**src/rtl/interval_timer.sv**
```systemverilog
// ---------------------------------------------------------------------------
// interval_timer
//
// Programmable interval timer for the traffic-light controller. It holds three
// time parameters (base, extended, yellow) and derives a one-second tick from
// the system clock. A start request loads the selected parameter into a 4-bit
// seconds counter, which then counts down one step per tick. When the counter
// runs out, the block pulses `expired` back to the FSM.
//
// Optional feature (compile-time macro): INTERVAL_CLAMP_EN
//   defined   : stored values of 0 (writes and reset defaults) become 1, so
//               every interval lasts at least one second.
//   undefined : a value of 0 is stored as-is. A start with 0 pulses `expired`
//               on the next edge, and `busy` never rises for it.
//
// Ports
//   clk               in   system clock, rising edge
//   sys_reset         in   asynchronous active-low reset
//   start_timer       in   one-cycle load/start request (restarts if counting)
//   interval_address  in   [1:0] 00 base, 01 extended, 10 yellow, 11 base
//   prg_sync_in       in   synchronized program strobe (level, every clk)
//   time_param_sel    in   [1:0] register to write, 11 = no write
//   time_value        in   [3:0] value to write, in seconds
//   expired           out  one-cycle pulse at the end of an interval
//   busy              out  high while a non-zero interval is counting
//   one_hz_enable     out  one-cycle tick from the prescaler
//   o_dbg_state       out  FSM state (0 IDLE, 1 COUNT) for observation
//
// Protocol between the FSM and this timer: start_timer is a single-cycle
// request that is always accepted unless prg_sync_in is high in the same
// cycle. In that case programming wins and the FSM must reissue the start.
// expired is a single-cycle completion pulse and needs no acknowledge.
// Aborted or restarted intervals never produce expired.
// ---------------------------------------------------------------------------
module interval_timer #(
  parameter int CLK_DIV  = 100_000_000,
  parameter int DEF_BASE = 6,
  parameter int DEF_EXT  = 3,
  parameter int DEF_YEL  = 2
) (
  input  logic       clk,
  input  logic       sys_reset,
  input  logic       start_timer,
  input  logic [1:0] interval_address,
  input  logic       prg_sync_in,
  input  logic [1:0] time_param_sel,
  input  logic [3:0] time_value,
  output logic       expired,
  output logic       busy,
  output logic       one_hz_enable,
  output logic       o_dbg_state
);

  localparam int PW = (CLK_DIV > 2) ? $clog2(CLK_DIV) : 1;
  localparam logic [PW-1:0] PRESC_LAST = PW'(CLK_DIV - 1);

`ifdef INTERVAL_CLAMP_EN
  localparam logic [3:0] RST_BASE = (DEF_BASE == 0) ? 4'd1 : 4'(DEF_BASE);
  localparam logic [3:0] RST_EXT  = (DEF_EXT  == 0) ? 4'd1 : 4'(DEF_EXT);
  localparam logic [3:0] RST_YEL  = (DEF_YEL  == 0) ? 4'd1 : 4'(DEF_YEL);
`else
  localparam logic [3:0] RST_BASE = 4'(DEF_BASE);
  localparam logic [3:0] RST_EXT  = 4'(DEF_EXT);
  localparam logic [3:0] RST_YEL  = 4'(DEF_YEL);
`endif

  typedef enum logic {
    S_IDLE  = 1'b0,
    S_COUNT = 1'b1
  } state_t;

  state_t         r_state, w_state_nxt;
  logic [3:0]     r_count, w_count_nxt;
  logic [PW-1:0]  r_presc, w_presc_nxt;
  logic           r_expired, w_expired_nxt;
  logic [3:0]     r_base, r_ext, r_yel;
  logic [3:0]     w_wr_data;
  logic [3:0]     w_load_val;
  logic           w_tick;

`ifdef INTERVAL_CLAMP_EN
  assign w_wr_data = (time_value == 4'd0) ? 4'd1 : time_value;
`else
  assign w_wr_data = time_value;
`endif

  assign w_tick = (r_presc == PRESC_LAST);

  always_comb begin
    case (interval_address)
      2'b01:   w_load_val = r_ext;
      2'b10:   w_load_val = r_yel;
      default: w_load_val = r_base;
    endcase
  end

  // Parameter register file. A held strobe rewrites every cycle.
  always_ff @(posedge clk or negedge sys_reset) begin
    if (!sys_reset) begin
      r_base <= RST_BASE;
      r_ext  <= RST_EXT;
      r_yel  <= RST_YEL;
    end else if (prg_sync_in) begin
      case (time_param_sel)
        2'b00:   r_base <= w_wr_data;
        2'b01:   r_ext  <= w_wr_data;
        2'b10:   r_yel  <= w_wr_data;
        default: ;
      endcase
    end
  end

  // Next-state logic. Priority: program (abort) > start (load/restart) >
  // countdown. A zero load parks in COUNT with counter 0 for one cycle and
  // expires on the following edge without waiting for a tick.
  always_comb begin
    w_state_nxt   = r_state;
    w_count_nxt   = r_count;
    w_expired_nxt = 1'b0;
    w_presc_nxt   = w_tick ? '0 : r_presc + PW'(1);
    if (prg_sync_in) begin
      w_state_nxt = S_IDLE;
      w_count_nxt = 4'd0;
    end else if (start_timer) begin
      w_state_nxt = S_COUNT;
      w_count_nxt = w_load_val;
      w_presc_nxt = '0;
    end else if (r_state == S_COUNT) begin
      if (r_count == 4'd0) begin
        w_state_nxt   = S_IDLE;
        w_expired_nxt = 1'b1;
      end else if (w_tick) begin
        w_count_nxt = r_count - 4'd1;
        if (r_count == 4'd1) begin
          w_state_nxt   = S_IDLE;
          w_expired_nxt = 1'b1;
        end
      end
    end
  end

  always_ff @(posedge clk or negedge sys_reset) begin
    if (!sys_reset) begin
      r_state   <= S_IDLE;
      r_count   <= 4'd0;
      r_presc   <= '0;
      r_expired <= 1'b0;
    end else begin
      r_state   <= w_state_nxt;
      r_count   <= w_count_nxt;
      r_presc   <= w_presc_nxt;
      r_expired <= w_expired_nxt;
    end
  end

  assign expired       = r_expired;
  // A zero-length load sits in COUNT with counter 0 and is not reported busy.
  assign busy          = (r_state == S_COUNT) && (r_count != 4'd0);
  assign one_hz_enable = w_tick;
  assign o_dbg_state   = r_state;

endmodule

```
**config.mk**
```make
export PLATFORM = sky130hd
export DESIGN_NAME = interval_timer
export DESIGN_NICKNAME = d
export VERILOG_FILES = /design/src/rtl/interval_timer.sv
export SDC_FILE = /design/constraint.sdc
export NUM_CORES = 1
export LEC_CHECK = 0
export BUFFER_PORTS_ARGS = -buffer_cell sky130_fd_sc_hd__buf_4
export CAP_MARGIN = 0
export CORE_ASPECT_RATIO = 1.25
export CORE_MARGIN = 4
export CORE_UTILIZATION = 54
export CTS_CLUSTER_SIZE = 14
export DETAILED_ROUTE_END_ITERATION = 8
export PLACE_DENSITY_LB_ADDON = 0.15
export SYNTH_ARGS = -nofsm -noshare
export SYNTH_HDL_FRONTEND = slang
export SYNTH_SLANG_ARGS = --single-unit
export TNS_END_PERCENT = 1
```
**constraint.sdc**
```tcl
create_clock -name clk -period 1.84 [get_ports clk]
set_input_delay 0.184 -clock clk [delete_from_list [all_inputs] [get_ports clk]]
set_output_delay 0.184 -clock clk [all_outputs]
set_load 0.02 [all_outputs]
```
==> impl_metrics.csv <==
group,metric,value,unit
run_status,status,"complete, but fails checks",
run_status,failed_checks,"negative setup slack",
sta,post-route-period-util,1.09,
clock_tree,numCtsBuffers,5,
die,start_util,0.568,
cells_and_area,layout.cells.non_filler,337,
cells_and_area,drive_above_1_share,0.317,
cells_and_area,nFillCells,332,
cells_and_area,area_delta_synth_final,24.6,%
route,viasPerCell,5.49,
global_routing,grt_overflow_total,0,
die,core,0.00416,mm2
synth,synth.avg_cell_area,10.2,um2
route,ant_nets,0,
synth,yosys-top-cells-area,"dfrtp_1, nor2_1, xnor2_1, mux2_2, dfstp_2",
clock_tree,cts-root-buf,"clkbuf_8",
critical_path,critPathLaunchType,"register",
synth,yosysWarnings,0,
placement,io_buffers,15,
sta,fmax,0.498,GHz
route,wl_met1,2.07,mm
placement,dp_cells,323,
die,die_area,0.00551,mm2
synth,synth_top_area_cell,"dfrtp_1",
cells_and_area,diodes,0,
route,num_vias,1849,
sta,finalCriticalPeriod,2.01,ns
critical_path,critPathArrivalTime,1.83,ns
sta,whs,0.137,ns
die,fp.dieH,82.0,um
pwr,ir_worst_vdd,0.705,mV
route,topRoutingLayerUsed,"met4",
route,firstDrtPassIters,4,
synth,synth_ff_type,"dfrtp_1",
sta,grt_setup_unrepaired,"yes",
route,drt_iter0_markers,122,
critical_path,cp_max_fo,2,
critical_path,worstSetupPathType,"reg2out",
flow_run,maxCapViolCount,0,
synth,synth_commonest_cells,"dfrtp_1, nor2_1, xnor2_1, inv_1",
pwr,power.leakage,1.31,nW
sta,setup_viol,5,
clock_tree,path_clk_slew,0.09,ns
sta,report.final.slew_viol_count,0,
sta,setup_ws,-0.170,ns
sta,tightest_slew,0.558,ns
route,drc,0,
clock_tree,clockBufferDepth,2,
die,rows,26,
global_routing,grt_usage,0.209,
synth,yosys.cell_types.count,44,
sta,clock_skew,0.00285,ns
route,dr_wl_met2,2.57,mm
synth,synth_seq_cells,45,
clock_tree,clock_latency,0.29,ns
pwr,power_density,768,mW/mm2
sta,relSlewSlack,0.628,
route,routed_wirelength,4.96,mm
global_routing,grt_pass1_wl,8.78,mm
synth,synth_nets,249,
sta,hold_viol_final,0,
synth,yosysSeqAreaShare,0.479,
route,wl_per_cell,14.7,um
synth,synth_edf_count,0,
pwr,finalPower,2.26,mW
synth,synthCells,231,
die,pin_count,16,
die,die-width,67.2,um
clock_tree,cts_sinks,45,
global_routing,grt_max_degree,46,
synth,yosys.area.top_type_share,0.423,
clock_tree,h-tree-depth,2,
placement,place_congestion,0.843,
cells_and_area,nets,298,
synth,syn_area,0.00236,mm2
route,route.met3.wl,186,um
worst_hold_path,hp-class,"in2reg",
global_routing,antenna_found_initial,0,
global_routing,grt_pass1_vias,1929,
synth,async_flop_share,1.00,
critical_path,rrSetupSlack,-0.16,ns
clock_tree,cts_tree,"yes",
placement,dp_hpwl,3.47,mm
critical_path,worst_ep_required_time,1.66,ns
critical_path,cp-end-kind,"primary output",
==> worst paths after layout <==
| kind | startpoint | to | cells past startpoint |
|---|---|---|---|
| setup / recovery | r_presc[0] | one_hz_enable | 7 |
| hold / removal | time_value[3] | r_ext[3] | 2 |
| setup reg to reg | r_presc[0] | r_count[2] | 7 |
| hold reg to reg | r_base[3] | r_base[3] | 1 |
| max in group asynchronous | sys_reset | r_ext[0] | 2 |
| min in group asynchronous | sys_reset | r_base[0] | 2 |
==> stage by stage <==
step,util,setup TNS (ns),instance area (um2),worst slack [ns]
final,0.708,-0.552,2950,-0.170
after CTS,0.698,-1.91,2910,-0.261
after global routing,0.708,-3.11,2950,-0.279
after floorplan,-,-3.00,2370,-0.188
after detailed placement,0.656,-0.0414,2730,-0.0377
after global placement,0.656,-0.00895,2730,-0.00895
==> registers in the layout (all words and copies together) (netlist names) <==
register and cells:
o_dbg_state 1, r_count 4, r_yel 4, r_base 4, r_ext 4, r_presc 27, expired 1
==> worst max-delay path: stages (launching register included) <==
cell and delay (ns):
dfrtp_1 0.37, ha_2 0.19, nand3_2 0.08, or3_4 0.38, buf_6 0.13, nor3_4 0.15
buf_6 0.13, buf_6 0.11
==> final cells by class <==
class	count	area, um2	area share
Clock buffer	5	68.8	0.0234
Clock inverter	3	46.3	0.0157
Inverter	13	48.8	0.0166
Multi-Input combinational cell	167	1190	0.405
Sequential cell	45	1130	0.384
Tap cell	56	70.1	0.0238
Timing Repair Buffer	48	387	0.131
==> cell families after synthesis <==
kind of cell | share of synthesized area
buf+inv | 0.0354
xor+xnor | 0.0963
fa+ha+maj | 0.0317
flops | 0.479
compound gates | 0.0550
simple gates | 0.237
mux | 0.0661
==> metal layers <==
metal / up-vias / GRT usage
li1: 895 / -
met1: 889 / 0.247
met2: 52 / 0.367
met3: 13 / 0.0369
met4: 0 / 0.0892
met5: - / 0
==> where the power goes <==
part | switching, mW | internal, mW
sequential | 0.0617 | 1.09
clock | 0.345 | 0.407
combinational | 0.173 | 0.185
total | 0.579 | 1.68
==> layout by cell type, fill, tap and decap left out, types with 2 or more instances in the layout <==
master | synthesis | final
nand3_2 | 2 | 2
buf_4 | 3 | 43
nor3_1 | 12 | 11
dfstp_2 | 5 | 5
a221oi_1 | 2 | 2
nor2_1 | 40 | 39
nand4_1 | 7 | 7
nand2_1 | 12 | 12
xor2_1 | 9 | 9
nand3b_1 | 2 | 2
clkbuf_8 | 0 | 5
nor4b_2 | 2 | 2
o22ai_1 | 2 | 2
a21oi_1 | 2 | 2
mux2_2 | 12 | 12
a22oi_1 | 2 | 2
inv_1 | 13 | 13
ha_1 | 6 | 5
xnor2_1 | 17 | 17
dfrtp_1 | 40 | 40
nor4_2 | 0 | 2
nand3_1 | 10 | 10
and4_1 | 3 | 3
o21ai_0 | 2 | 2
buf_6 | 0 | 3
==> timing repair <==
item,CTS,global route
endpoints found under the setup margin,3,34
pin swaps,13,5
buffers inserted,4,1
hold buffers,1,0
endpoints found under the hold margin,40,0
resized for setup,5,6
(Power assumes the default switching activity.)
